===== src/rtl/psum_writeback.sv =====
// psum_writeback: drains output-FIFO psum vectors into SRAM, overwrite or read-add-write.
// Define PSUM_WB_SAT_EN for per-lane saturating accumulation (default wraps).
module psum_writeback #(
    parameter int COL     = 8,
    parameter int PSUM_BW = 16,
    parameter int ADDR_BW = 11
) (
    input  logic                   clk_i,
    input  logic                   rst_ni,
    input  logic                   start_i,
    input  logic                   acc_mode_i,
    input  logic [ADDR_BW-1:0]     base_addr_i,
    input  logic [ADDR_BW:0]       num_vec_i,
    input  logic                   ofifo_valid_i,
    input  logic [PSUM_BW*COL-1:0] ofifo_data_i,
    output logic                   ofifo_rd_o,
    output logic                   sram_cen_o,
    output logic                   sram_wen_o,
    output logic [ADDR_BW-1:0]     sram_addr_o,
    output logic [PSUM_BW*COL-1:0] sram_d_o,
    input  logic [PSUM_BW*COL-1:0] sram_q_i,
    output logic                   busy_o,
    output logic                   done_o
);
    typedef enum logic [2:0] {IDLE, FETCH, RDWAIT, WRITE, FIN} state_t;

    state_t                 state_q, state_d;
    logic                   acc_q, acc_d;
    logic [ADDR_BW:0]       num_q, num_d, cnt_q, cnt_d;
    logic [ADDR_BW-1:0]     addr_q, addr_d;
    logic [PSUM_BW*COL-1:0] hold_q, hold_d, sum_q, sum_d;

    function automatic logic [PSUM_BW-1:0] lane_add(input logic [PSUM_BW-1:0] a,
                                                    input logic [PSUM_BW-1:0] b);
`ifdef PSUM_WB_SAT_EN
        logic [PSUM_BW:0] s;
        s = {a[PSUM_BW-1], a} + {b[PSUM_BW-1], b};
        // sign-extended sum disagreeing in its top two bits means overflow
        return (s[PSUM_BW] != s[PSUM_BW-1]) ? {s[PSUM_BW], {(PSUM_BW-1){~s[PSUM_BW]}}}
                                            : s[PSUM_BW-1:0];
`else
        return a + b;
`endif
    endfunction

    always_comb begin
        sum_d = sum_q;
        if (state_q == RDWAIT)
            for (int i = 0; i < COL; i++)
                sum_d[i*PSUM_BW +: PSUM_BW] = lane_add(hold_q[i*PSUM_BW +: PSUM_BW],
                                                       sram_q_i[i*PSUM_BW +: PSUM_BW]);
    end

    always_comb begin
        state_d    = state_q;
        acc_d      = acc_q;
        num_d      = num_q;
        cnt_d      = cnt_q;
        addr_d     = addr_q;
        hold_d     = hold_q;
        ofifo_rd_o = 1'b0;
        sram_cen_o = 1'b1;
        sram_wen_o = 1'b1;
        done_o     = 1'b0;
        case (state_q)
            IDLE: if (start_i) begin
                acc_d   = acc_mode_i;
                num_d   = num_vec_i;
                addr_d  = base_addr_i;
                cnt_d   = '0;
                state_d = (num_vec_i == '0) ? FIN : FETCH;
            end
            FETCH: if (ofifo_valid_i) begin
                ofifo_rd_o = 1'b1;
                hold_d     = ofifo_data_i;
                sram_cen_o = ~acc_q;
                state_d    = acc_q ? RDWAIT : WRITE;
            end
            RDWAIT: state_d = WRITE;
            WRITE: begin
                sram_cen_o = 1'b0;
                sram_wen_o = 1'b0;
                addr_d     = addr_q + 1'b1;
                cnt_d      = cnt_q + 1'b1;
                state_d    = (cnt_d == num_q) ? FIN : FETCH;
            end
            FIN: begin
                done_o  = 1'b1;
                state_d = IDLE;
            end
            default: state_d = IDLE;
        endcase
    end

    always_ff @(posedge clk_i or negedge rst_ni) begin
        if (!rst_ni) begin
            state_q <= IDLE;
            acc_q   <= 1'b0;
            num_q   <= '0;
            cnt_q   <= '0;
            addr_q  <= '0;
            hold_q  <= '0;
            sum_q   <= '0;
        end else begin
            state_q <= state_d;
            acc_q   <= acc_d;
            num_q   <= num_d;
            cnt_q   <= cnt_d;
            addr_q  <= addr_d;
            hold_q  <= hold_d;
            sum_q   <= sum_d;
        end
    end

    assign busy_o      = (state_q != IDLE);
    assign sram_addr_o = addr_q;
    assign sram_d_o    = acc_q ? sum_q : hold_q;
endmodule


===== config.mk =====
export PLATFORM = sky130hd
export DESIGN_NAME = psum_writeback
export DESIGN_NICKNAME = d
export VERILOG_FILES = /design/src/rtl/psum_writeback.sv
export SDC_FILE = /design/constraint.sdc
export NUM_CORES = 1
export LEC_CHECK = 0
export ABC_AREA = 1
export ABC_CLOCK_PERIOD_IN_PS = 2280
export CAP_MARGIN = 20
export CELL_PAD_IN_SITES_DETAIL_PLACEMENT = 0
export CELL_PAD_IN_SITES_GLOBAL_PLACEMENT = 1
export CORE_MARGIN = 1.5
export CORE_UTILIZATION = 30
export CTS_CLUSTER_DIAMETER = 200
export DETAILED_ROUTE_END_ITERATION = 12
export HOLD_SLACK_MARGIN = 0.06
export PLACE_DENSITY_LB_ADDON = 0.1
export SLEW_MARGIN = 20
export SYNTH_ARGS = -nofsm -noshare
export SYNTH_HDL_FRONTEND = slang
export SYNTH_SLANG_ARGS = --single-unit

===== constraint.sdc =====
create_clock -name clk_i -period 2.28 [get_ports clk_i]
set_input_delay 0.342 -clock clk_i [delete_from_list [all_inputs] [get_ports clk_i]]
set_output_delay 0.342 -clock clk_i [all_outputs]
set_load 0.02 [all_outputs]

======== Word level (Yosys, flattened, before mapping) ========
Cells that the tools add are included.
word-level totals
  bits in registers ....................... 295
  input bits .............................. 284
  logic and storage cells ................. 50
operators by class
  add/sub/neg operators ................... 10
  equality and inequality tests ........... 7
  mux-type cells .......................... 17
  bitwise operators ....................... 1
  reductions and logical operators ........ 8
operators with widths
  operator                 number
  $add A16 B16 Y16         8
  $mux W128                1
  $pmux W12 S2             1
  $pmux W11 S2             1
  $add A12 B1 Y12 const B  1
  $eq A12 B12 Y1           1
  $logic_not A12 Y1        1
  $mux W12                 1
  $mux W3                  4
  $pmux W3 S4              1
  $add A11 B1 Y11 const B  1
  $mux W11                 1
  $reduce_and A2 Y1        4
  $eq A3 B2 Y1 const B     2
  $mux W1                  6
  $ne A2 B2 Y1 const B     2
  $eq A3 B1 Y1 const B     1
  $eq A3 B3 Y1 const B     1
  $logic_not A3 Y1         1
  $reduce_bool A3 Y1       1
  $pmux W1 S2              1
  $reduce_bool A2 Y1       1
  $not A1 Y1               1

======== Longest topological paths before layout ========
Gate-level depths: netlist (run 1).
  word-level depth ........................ 4
  gate-level depth with buffers ........... 14
  mapped depth without buffers ............ 14

======== Worst setup path after synthesis (run 1) ========
No wires, ideal clock.
  path kind ............................... input to register
  start ................................... input port sram_q_i[48]
  end ..................................... register sum_q[60]
  arrival ................................. 1.871 ns
  data required time ...................... 2.163 ns
  setup slack ............................. 0.292 ns
  stages on the path ...................... 13
  cells stage by stage .................... ha_1 inv_1 fa_1 nand3b_1 nand2_1 a21boi_1 inv_1 nand2_1 nand2_1 a21boi_1 or2_2 nand3_1 nand2_1
on the way
  word-level cells in the longest chain between the ends .. 1
RTL lines
  what                  RTL line  text
  start, declared       21        input logic [PSUM_BW*COL-1:0] sram_q_i,
  $add A16 B16 Y16      42        return a + b;
  end signal, assigned  111       sum_q <= sum_d;
  end, declared         31        logic [PSUM_BW*COL-1:0] hold_q, hold_d, sum_q, sum_d;
Every way passes these cells.
A chain may end at the register's enable or synchronous reset.

======== Worst setup path after layout (run 1) ========
  start ................................... register acc_q
  end ..................................... output port sram_d_o[2]
on the way
  word-level cells in the longest chain between the ends .. 1
RTL lines
  what                    RTL line  text
  start, declared         28        logic acc_q, acc_d;
  start signal, assigned  98        acc_q <= 1'b0;
  start signal, assigned  106       acc_q <= acc_d;
  $mux W128               117       assign sram_d_o = acc_q ? sum_q : hold_q;
  end, declared           20        output logic [PSUM_BW*COL-1:0] sram_d_o,
Every way passes these cells.

==> qor.csv, run 1 <==
stage;metric;value;unit
timing;worstMarginPinSlew;0.878;ns
die;die-area;63100;um^2
logic_synthesis;synthAdderAreaFrac;9.12;%
global_routing;grt_pass1_vias;18147;
timing;drv_slew;0;
global_routing;grt_pass1_wl;101000;um
clock_tree;tritoncts.num_buffers;40;
detailed_routing;drc_errors;0;
cells_and_area;multi_input_area;10100;um^2
clock_tree;clock_latency;0.57;ns
logic_synthesis;ys_seq_area_share;39.9;%
placed_design;routabilityCongestion;0.895;
logic_synthesis;synth-edff-count;0;
placed_design;hpwl;48300;um
clock_tree;clock_path_buffers;3;
logic_synthesis;ys_ff_latch;295;
worst_setup_path;crit_path_max_fanout;16;
worst_setup_path;end_kind;output port;
detailed_routing;drtIter0Drc;925;
logic_synthesis;synth_cell_type_count;44;
cells_and_area;syn2layout_area_growth;44.4;%
clock_tree;cts_tree;built;
worst_setup_path;required;1.94;ns
cells_and_area;drive_above_1_share;16.3;%
cells_and_area;instances_no_fill;3819;
logic_synthesis;yosys-top-cells-area;dfrtp_1 40%, nand2_1 14%, o21ai_0 9.8%, ha_1 8.3%, inv_1 5.7%;
logic_synthesis;synth-xor-area-share;3.82;%
clock_tree;cts_root_buf;clkbuf_16;
global_routing;track_usage;20.4;%
die;start_util;30.5;%
detailed_routing;dr.pass1.iters;5;
power;ir_worst_vdd;0.000744;V
logic_synthesis;yosys.area_share.simple;20.9;%
logic_synthesis;synth_compound_area_share;17.6;%
logic_synthesis;async_flop_share;100;%
logic_synthesis;yosysWarnings;0;
placed_design;dpl.cell_count;3715;
logic_synthesis;synth_top_cell_area_share;39.9;%
timing;period_share;101;%
logic_synthesis;synth_commonest_cells;680 x nand2_1, 361 x o21ai_0, 295 x dfrtp_1;
die;die_w;251;um
logic_synthesis;synth_top_family_by_area;simple AND/OR/NAND/NOR gates;
worst_setup_path;regToRegSetupSlack;0.13;ns
timing;rsz0062_at_grt;yes;
die;row_count;90;
logic_synthesis;synth_ff_type;dfrtp_1;
worst_hold_path;min_path_type;input pin to asynchronous set/reset pin;
timing;fin_crit;2.30;ns
worst_setup_path;worstSetupStartpointType;flip-flop;
detailed_routing;ant_nets;0;
detailed_routing;via_per_inst;4.76;
detailed_routing;drt_wl_total;67200;um
die;die_y;251;um
global_routing;grt_max_degree;94;
cells_and_area;fill_cells;6145;
timing;slew_headroom;41.5;%
timing;setup_viol;8;
logic_synthesis;synth_area_leader_cell;dfrtp_1;
logic_synthesis;synth_cells;2437;
die;ioPinCount;428;
run;cap_viol_max_count;0;
clock_tree;cts.sinks;295;
cells_and_area;nets;3413;
timing;setup_ws;-0.0168;ns
timing;hold_violations;0;
detailed_routing;post_drt_wl_per_cell;17.6;um
cells_and_area;design_area;26700;um^2
placed_design;dpl_cell_area;24800;um^2
clock_tree;htreeDepth;2;
timing;worst_hold_slack;0.289;ns
power;power.total;41.0;mW
clock_tree;clk_pin_slew_worst_paths;0.06;ns
outcome;violations;setup timing;
global_routing;antenna_found_initial;16;
power;p_per_area;1540;nW/um^2
detailed_routing;dr_total_vias;18162;
die;core-area;60600;um^2
timing;tns;-0.0704;ns
timing;fin_skew;0.0232;ns
logic_synthesis;synth_most_common_cell;nand2_1;
timing;fmax;435;MHz
outcome;status;complete, but fails checks;
worst_setup_path;worstSetupPathType;flip-flop to output port;
logic_synthesis;postSynthAreaPerCell;7.59;um^2
cells_and_area;ff_latch_area;7390;um^2
worst_setup_path;critPathArrivalTime;1.95;ns
logic_synthesis;synth_fp_nets;2851;
logic_synthesis;synthMuxAreaShare;0.487;%
global_routing;overflow;0;
logic_synthesis;synth_area;18500;um^2
power;leakage;13.1;nW
placed_design;portBuffers;427;
==> layer usage <==
| metal | part of all wire, % | GRT usage [%] | vias to the layer above |
|---|---|---|---|
| li1 | - | - | 9117 |
| met1 | 46 | 27.4 | 8515 |
| met2 | 45 | 32.9 | 401 |
| met3 | 5.7 | 4.15 | 111 |
| met4 | 2.6 | 6.32 | 18 |
| met5 | 0.16 | 0 | - |
==> critical path: stages, from the launching register on <==
cell	delay, ns
dfrtp_4	0.52
buf_4	0.16
buf_16	0.16
mux2_2	0.38
buf_2	0.17
==> path summary, 6_finish.rpt <==
path                                   startpoint  cells past startpoint                          to
max in group asynchronous                  rst_ni                      4      hold_q[56]$_DFFE_PN0P_
min in group clk_i               ofifo_data_i[38]                      3      hold_q[38]$_DFFE_PN0P_
hold / removal                             rst_ni                      2  sram_addr_o[9]$_DFFE_PN0P_
setup reg to reg           hold_q[32]$_DFFE_PN0P_                     13       sum_q[44]$_DFFE_PN0N_
setup / recovery                acc_q$_DFFE_PN0P_                      4                 sram_d_o[2]
hold reg to reg             sum_q[32]$_DFFE_PN0N_                      2       sum_q[32]$_DFFE_PN0N_
==> final cells by class <==
cell class | instances | share of cell area, %
clock inverter | 14 | 0.487
timing repair buffer | 611 | 22.0
clock buffer | 59 | 4.36
inverter | 285 | 4.01
sequential | 295 | 27.7
antenna | 7 | 0.0656
tap | 782 | 3.67
multi-input combinational | 1766 | 37.8
==> cell usage in the layout (no fill, tap or decap), drive strengths merged <==
cell type	instances
a21boi	27
bufbuf	1
dlygate4sd3	1
clkinvlp	1
nand3	106
bufinv	2
clkbuf	68
a32o	1
a221oi	2
o22ai	9
a211oi	1
nor2	94
inv	287
diode	7
clkinv	9
buf	302
o21ai	372
a31oi	2
nand4	8
clkdlybuf4s50	293
xnor3	1
or2	22
o31ai	15
xor2	35
nor3	20
a21oi	141
nand2	683
dfrtp	295
a311oi	1
xnor2	43
a21o	24
fa	8
nand3b	11
o21bai	10
dlymetal6s2s	1
dlygate4sd2	2
mux2	8
ha	122
clkdlybuf4s15	2
==> what timing repair did <==
action / in CTS / in global routing
endpoints found under the hold margin: 42 / 0
gates resized for setup: 724 / 188
hold buffers: 1 / 0
cloned: 4 / 9
buffers inserted: 7 / 5
setup endpoints to repair: 130 / 87
pin swaps: 2 / 11
==> per-stage QoR <==
stage / setup slack (ns) / utilization (%)
finish: -0.0168 / 44.1
global route: -0.0659 / 44.1
CTS: -0.138 / 42.8
detailed placement: -0.362 / 40.9
global placement: -0.376 / 40.9
floorplan: 0.292 / -
==> power by group <==
group / switching (mW) / total [mW] / internal (mW)
clock: 2.54 / 6.31 / 3.76
combinational: 14.5 / 25.3 / 10.8
sequential: 1.66 / 9.45 / 7.79
==> flip-flops by register name (all words and copies together) (netlist names) <==
register / count
cnt_q: 12
state_q: 3
sum_q: 128
sram_addr_o: 11
hold_q: 128
acc_q: 1
num_q: 12
==> kinds of logic after synthesis <==
kind of cell | count (synthesis)
xor gates and xnor gates | 79
DFF | 295
adders and majority gates | 130
muxes | 8
AOI/OAI and AO/OA | 605
and+or+nand+nor | 944
buffers and inverters | 376
No activity file was read; power rests on OpenSTA's default activity.
==> run 2, diff against run 1 <==
==> constraint.sdc (replaced) <==
create_clock -name clk_i -period 2.28 [get_ports clk_i]
set_input_delay 0.228 -clock clk_i [delete_from_list [all_inputs] [get_ports clk_i]]
set_output_delay 0.228 -clock clk_i [all_outputs]
set_load 0.02 [all_outputs]
==> run 2 against run 1 <==
Net effect: final area fell by 4.0%; sequential share of layout area increased by 1.1 points; clock-buffer cell count is 3 lower; critical endpoint is now sram_d_o[66]; the flow now finishes without violations; setup slack improved by 0.024 ns; maximum frequency is 1.1% higher; combinational power decreased by 9.5%; core utilization is 1.8 points lower; critical path depth unchanged.
==> qor.csv, run 2 (synthesis results as in run 1) <==
stage;metric;value;unit
placed_design;hpwl;47500;um
global_routing;grt_pass1_vias;18344;
timing;period_share;99.7;%
detailed_routing;via_per_inst;4.73;
outcome;status;finished clean;
clock_tree;cts_tree;built;
cells_and_area;instances_no_fill;3743;
detailed_routing;drc_errors;0;
clock_tree;clk_pin_slew_worst_paths;0.05;ns
placed_design;portBuffers;427;
detailed_routing;drt_wl_total;65500;um
timing;drv_slew;0;
timing;worstMarginPinSlew;0.819;ns
placed_design;routabilityCongestion;0.884;
clock_tree;tritoncts.num_buffers;41;
die;core-area;60600;um^2
placed_design;dpl_cell_area;24200;um^2
timing;worst_hold_slack;0.193;ns
clock_tree;cts.sinks;295;
timing;tns;0;ns
die;die-area;63100;um^2
placed_design;pre_cts_ws;-0.234;ns
global_routing;track_usage;20.8;%
global_routing;antenna_found_initial;12;
power;p_sw;17.7;mW
worst_setup_path;end_kind;output port;
cells_and_area;nets;3343;
worst_setup_path;worstSetupPathType;flip-flop to output port;
global_routing;overflow;0;
timing;setup_viol;0;
die;die_w;251;um
timing;fin_crit;2.27;ns
power;ir_worst_vdd;0.000610;V
power;comb_power_share;59.2;%
worst_setup_path;worstSetupStartpointType;flip-flop;
power;seqPwrFrac;24.2;%
cells_and_area;design_area;25600;um^2
detailed_routing;dr_total_vias;17710;
cells_and_area;reg_top3;hold_q (128), sum_q (128);
clock_tree;clock_path_buffers;3;
run;cap_viol_max_count;0;
clock_tree;htreeDepth;2;
cells_and_area;final_cell_mix;674 x nand2_1, 298 x o21ai_0, 295 x clkdlybuf4s50_1;
timing;fmax;440;MHz
placed_design;dpl.cell_count;3650;
timing;slew_headroom;45.3;%
clock_tree;cts_root_buf;clkbuf_16;
power;internal-power;21.1;mW
power;p_per_area;1510;nW/um^2
die;ioPinCount;428;
timing;rsz0062_at_grt;yes;
clock_tree;clock_latency;0.56;ns
worst_setup_path;required;2.05;ns
global_routing;grt_max_degree;105;
timing;setup_ws;0.00730;ns
detailed_routing;drtIter0Drc;825;
die;start_util;30.5;%
power;leakage;12.6;nW
global_routing;grt_pass1_wl;103000;um
timing;hold_violations;0;
die;row_count;90;
timing;fin_skew;0.00851;ns
detailed_routing;ant_nets;0;
detailed_routing;post_drt_wl_per_cell;17.5;um
power;power_frac_clock;16.6;%
cells_and_area;drive_above_1_share;12.8;%
worst_setup_path;critPathArrivalTime;2.04;ns
cells_and_area;syn2layout_area_growth;38.6;%
detailed_routing;dr.pass1.iters;7;
power;swShare;45.7;%
worst_hold_path;min_path_type;input pin to asynchronous set/reset pin;
worst_setup_path;crit_path_max_fanout;7;
die;die_y;251;um
cells_and_area;layout_commonest_cell;nand2_1;
## run 2: changes by cell type in the layout (fill, tap and decap cells not counted), moves of 8 or more
cell,delta
buf_4,-64
buf_6,-39
o21ai_4,-23
clkdlybuf4s15_2,+20
buf_2,+18
o21ai_0,+15
nand2_1,+14
nand2_2,-13
buf_12,-8
## run 2: layout make-up
type,count,area (um^2)
Antenna cell,4,10.0
Multi-Input combinational cell,1766,9710
Clock buffer,56,1170
Timing Repair Buffer,540,5140
Inverter,285,1070
Sequential cell,295,7390
Fill cell,6301,35000
Clock inverter,15,153
Tap cell,782,978
## run 2: worst max-delay path: stages, from the launching register on
cell and delay [ns]:
dfrtp_4 0.43, buf_6 0.18, buf_16 0.17, mux2_2 0.36
dlygate4sd2_1 0.33
## run 2: power groups by stage
| stage | logic [mW] | clock network, mW | registers, mW |
|---|---|---|---|
| after global placement | 22.8 | 0 | 9.41 |
| after detailed placement | 22.9 | 0 | 9.45 |
| after CTS | 23.2 | 6.68 | 9.39 |
| after global routing | 25.7 | 6.88 | 9.73 |
| after floorplan | 14.0 | 0 | 9.04 |
| final | 22.9 | 6.45 | 9.39 |
## run 2: path summary, 6_finish.rpt
kind / depth (start not counted) / startpoint / slack [ns] / to
max: 4 / acc_q$_DFFE_PN0P_ / 0.007 / sram_d_o[66]
min: 2 / rst_ni / 0.19 / sram_addr_o[7]$_DFFE_PN0P_
max reg2reg: 9 / state_q[2]$_DFFE_PN0P_ / 0.12 / hold_q[97]$_DFFE_PN0P_
min reg2reg: 2 / sum_q[109]$_DFFE_PN0N_ / 0.48 / sum_q[109]$_DFFE_PN0N_
max in group asynchronous: 4 / rst_ni / 1.33 / sum_q[20]$_DFFE_PN0N_
min in group clk_i: 3 / ofifo_data_i[126] / 0.21 / hold_q[126]$_DFFE_PN0P_
## run 2: through the flow
stage,power (mW),util [%]
final,38.8,42.3
after global routing,42.3,42.3
after CTS,39.3,42.3
after detailed placement,32.3,40.0
after global placement,32.2,40.0
after floorplan,23.0,-
## run 2: layer usage
layer / routed length [um] / vias to the layer above / GRT usage, %
met5: 96 / - / 0
met4: 1600 / 16 / 6.52
met3: 3450 / 98 / 4.11
met2: 29800 / 374 / 33.4
met1: 30600 / 8264 / 28.0
li1: - / 8958 / -
## run 2: timing repair
item,CTS,global route
cloned,8,0
hold buffers,1,0
gates resized for setup,637,86
setup endpoints to repair,130,88
pin swaps,1,4
endpoints found under the hold margin,279,0
buffers inserted,9,1
==> run 3, diff against run 2 <==
Settings changed: ABC_CLOCK_PERIOD_IN_PS 2280 to 2710.
Clock period 2.28 ns to 2.71 ns, I/O delays scaled along.
==> run 3 against run 2 <==
Net effect: core utilization down 0.82 points; worst hold slack better by 0.062 ns; flip-flop and latch count unchanged; cell count down 2.1%; global-route usage down 1.0 points; die area unchanged; routed wire length down 4.4%; first-iteration DRC count up 5.2%; clock power down 17%; critical endpoint is now sram_d_o[121].
==> qor.csv, run 3 (synthesis results as in run 1) <==
stage;metric;value;unit
global_routing;antenna_found_initial;14;
run;cap_viol_max_count;0;
timing;fin_skew;0.0112;ns
placed_design;hpwl;46900;um
detailed_routing;ant_nets;0;
global_routing;track_usage;19.8;%
timing;setup_viol;0;
power;leakage;12.3;nW
die;core-area;60600;um^2
global_routing;grt_pass1_vias;17693;
worst_setup_path;end_kind;output port;
clock_tree;clock_latency;0.55;ns
power;ir_worst_vdd;0.000504;V
worst_hold_path;min_path_type;input pin to flip-flop;
cells_and_area;design_area;25100;um^2
timing;drv_slew;0;
cells_and_area;final_cell_mix;679 x nand2_1, 383 x clkdlybuf4s50_1, 353 x o21ai_0;
global_routing;grt_pass1_wl;98600;um
detailed_routing;drc_errors;0;
detailed_routing;drt_wl_total;62700;um
worst_setup_path;worstSetupPathType;flip-flop to output port;
timing;rsz0062_at_grt;yes;
detailed_routing;dr_total_vias;17292;
power;p_per_area;1250;nW/um^2
die;die-area;63100;um^2
global_routing;grt_max_degree;128;
detailed_routing;dr.pass1.iters;5;
placed_design;routabilityCongestion;0.875;
clock_tree;htreeDepth;2;
cells_and_area;nets;3263;
timing;slew_headroom;44.9;%
detailed_routing;drtIter0Drc;868;
timing;period_share;99.1;%
worst_setup_path;worstSetupStartpointType;flip-flop;
clock_tree;cts_root_buf;clkbuf_16;
placed_design;portBuffers;427;
cells_and_area;instances_no_fill;3663;
detailed_routing;post_drt_wl_per_cell;17.1;um
timing;hold_violations;0;
timing;fmax;372;MHz
placed_design;dpl_cell_area;23700;um^2
die;die_w;251;um
cells_and_area;reg_top3;hold_q (128), sum_q (128);
detailed_routing;via_per_inst;4.72;
worst_setup_path;required;2.44;ns
cells_and_area;drive_above_1_share;4.87;%
die;row_count;90;
die;ioPinCount;428;
cells_and_area;fill_cells;6180;
cells_and_area;layout_commonest_cell;nand2_1;
die;die_y;251;um
outcome;status;finished clean;
timing;worstMarginPinSlew;0.827;ns
cells_and_area;syn2layout_area_growth;35.9;%
worst_setup_path;critPathArrivalTime;2.41;ns
clock_tree;cts.sinks;295;
placed_design;dpl.cell_count;3586;
clock_tree;cts_tree;built;
timing;fin_crit;2.68;ns
die;start_util;30.5;%
global_routing;overflow;0;
clock_tree;clock_path_buffers;3;
clock_tree;clk_pin_slew_worst_paths;0.06;ns
worst_setup_path;crit_path_max_fanout;52;
clock_tree;tritoncts.num_buffers;41;
run 3: cell types whose count changed in the layout (fill, tap and decap cells not counted), moves of 7 or more:
cell,change
buf_4,-98
dlygate4sd2_1,+15
dlymetal6s2s_1,+24
o21ai_2,-14
o21ai_0,+55
clkdlybuf4s15_2,-21
bufbuf_16,-7
buf_2,-72
clkdlybuf4s50_1,+88
o21ai_1,-41
run 3: layer usage:
metal / wire length, um / part of all wire (%) / track usage (%) / up-vias
li1: - / - / - / 8788
met5: 118 / 0.19 / 0 / -
met3: 3390 / 5.4 / 4.54 / 87
met1: 28900 / 46 / 26.2 / 8046
met2: 28900 / 46 / 32.1 / 353
met4: 1360 / 2.2 / 5.70 / 18
run 3: power by group:
group,switching [mW],internal [mW],total (mW),leakage [nW]
combinational,10.8,7.44,18.3,7.98
clock,2.09,3.25,5.34,0.652
sequential,1.38,6.56,7.93,3.64
run 3: path summary, 6_finish.rpt:
kind,start,to,slack (ns),cells past startpoint
worst max-delay path,acc_q$_DFFE_PN0P_,sram_d_o[121],0.03,3
worst min-delay path,ofifo_data_i[126],hold_q[126]$_DFFE_PN0P_,0.25,3
worst max register to register,hold_q[0]$_DFFE_PN0P_,sum_q[12]$_DFFE_PN0N_,0.48,13
worst min register to register,sum_q[112]$_DFFE_PN0N_,sum_q[112]$_DFFE_PN0N_,0.48,2
max in group asynchronous,rst_ni,cnt_q[9]$_DFFE_PN0P_,1.60,3
min in group asynchronous,rst_ni,sram_addr_o[7]$_DFFE_PN0P_,0.30,2
run 3: critical path, cell delays in order, from the launching register on:
cell	delay, ns
dfrtp_4	0.57
buf_16	0.22
o21ai_1	0.36
clkdlybuf4s50_1	0.68
run 3: stage by stage:
step	power (mW)	setup TNS, ns	util (%)	setup WS, ns	hold slack, ns
after floorplan	19.4	0	-	0.732	-0.0246
after global placement	26.5	0	39.2	0.0950	0.300
after detailed placement	26.6	0	39.2	0.0775	0.308
after CTS	32.1	-0.200	41.3	-0.0461	0.215
after global routing	34.5	-0.0112	41.5	-0.00793	0.243
final	31.5	0	41.5	0.0251	0.254
run 3: timing repair:
action	4_1_cts	5_1_grt
gates resized for setup	25	29
hold buffers	1	0
cloned	0	0
endpoints found under the setup margin	47	29
buffers inserted	1	0
endpoints found under the hold margin	54	0
run 3: final cells by class:
cell class                      instances  area, um^2  share of cell area (%)
Multi-Input combinational cell       1766        9620                    38.3
Sequential cell                       295        7390                    29.4
Timing Repair Buffer                  460        4750                    18.9
Clock buffer                           59        1200                    4.79
Inverter                              285        1070                    4.26
Tap cell                              782         978                    3.89
Clock inverter                         11         108                   0.428
Antenna cell                            5        12.5                  0.0498
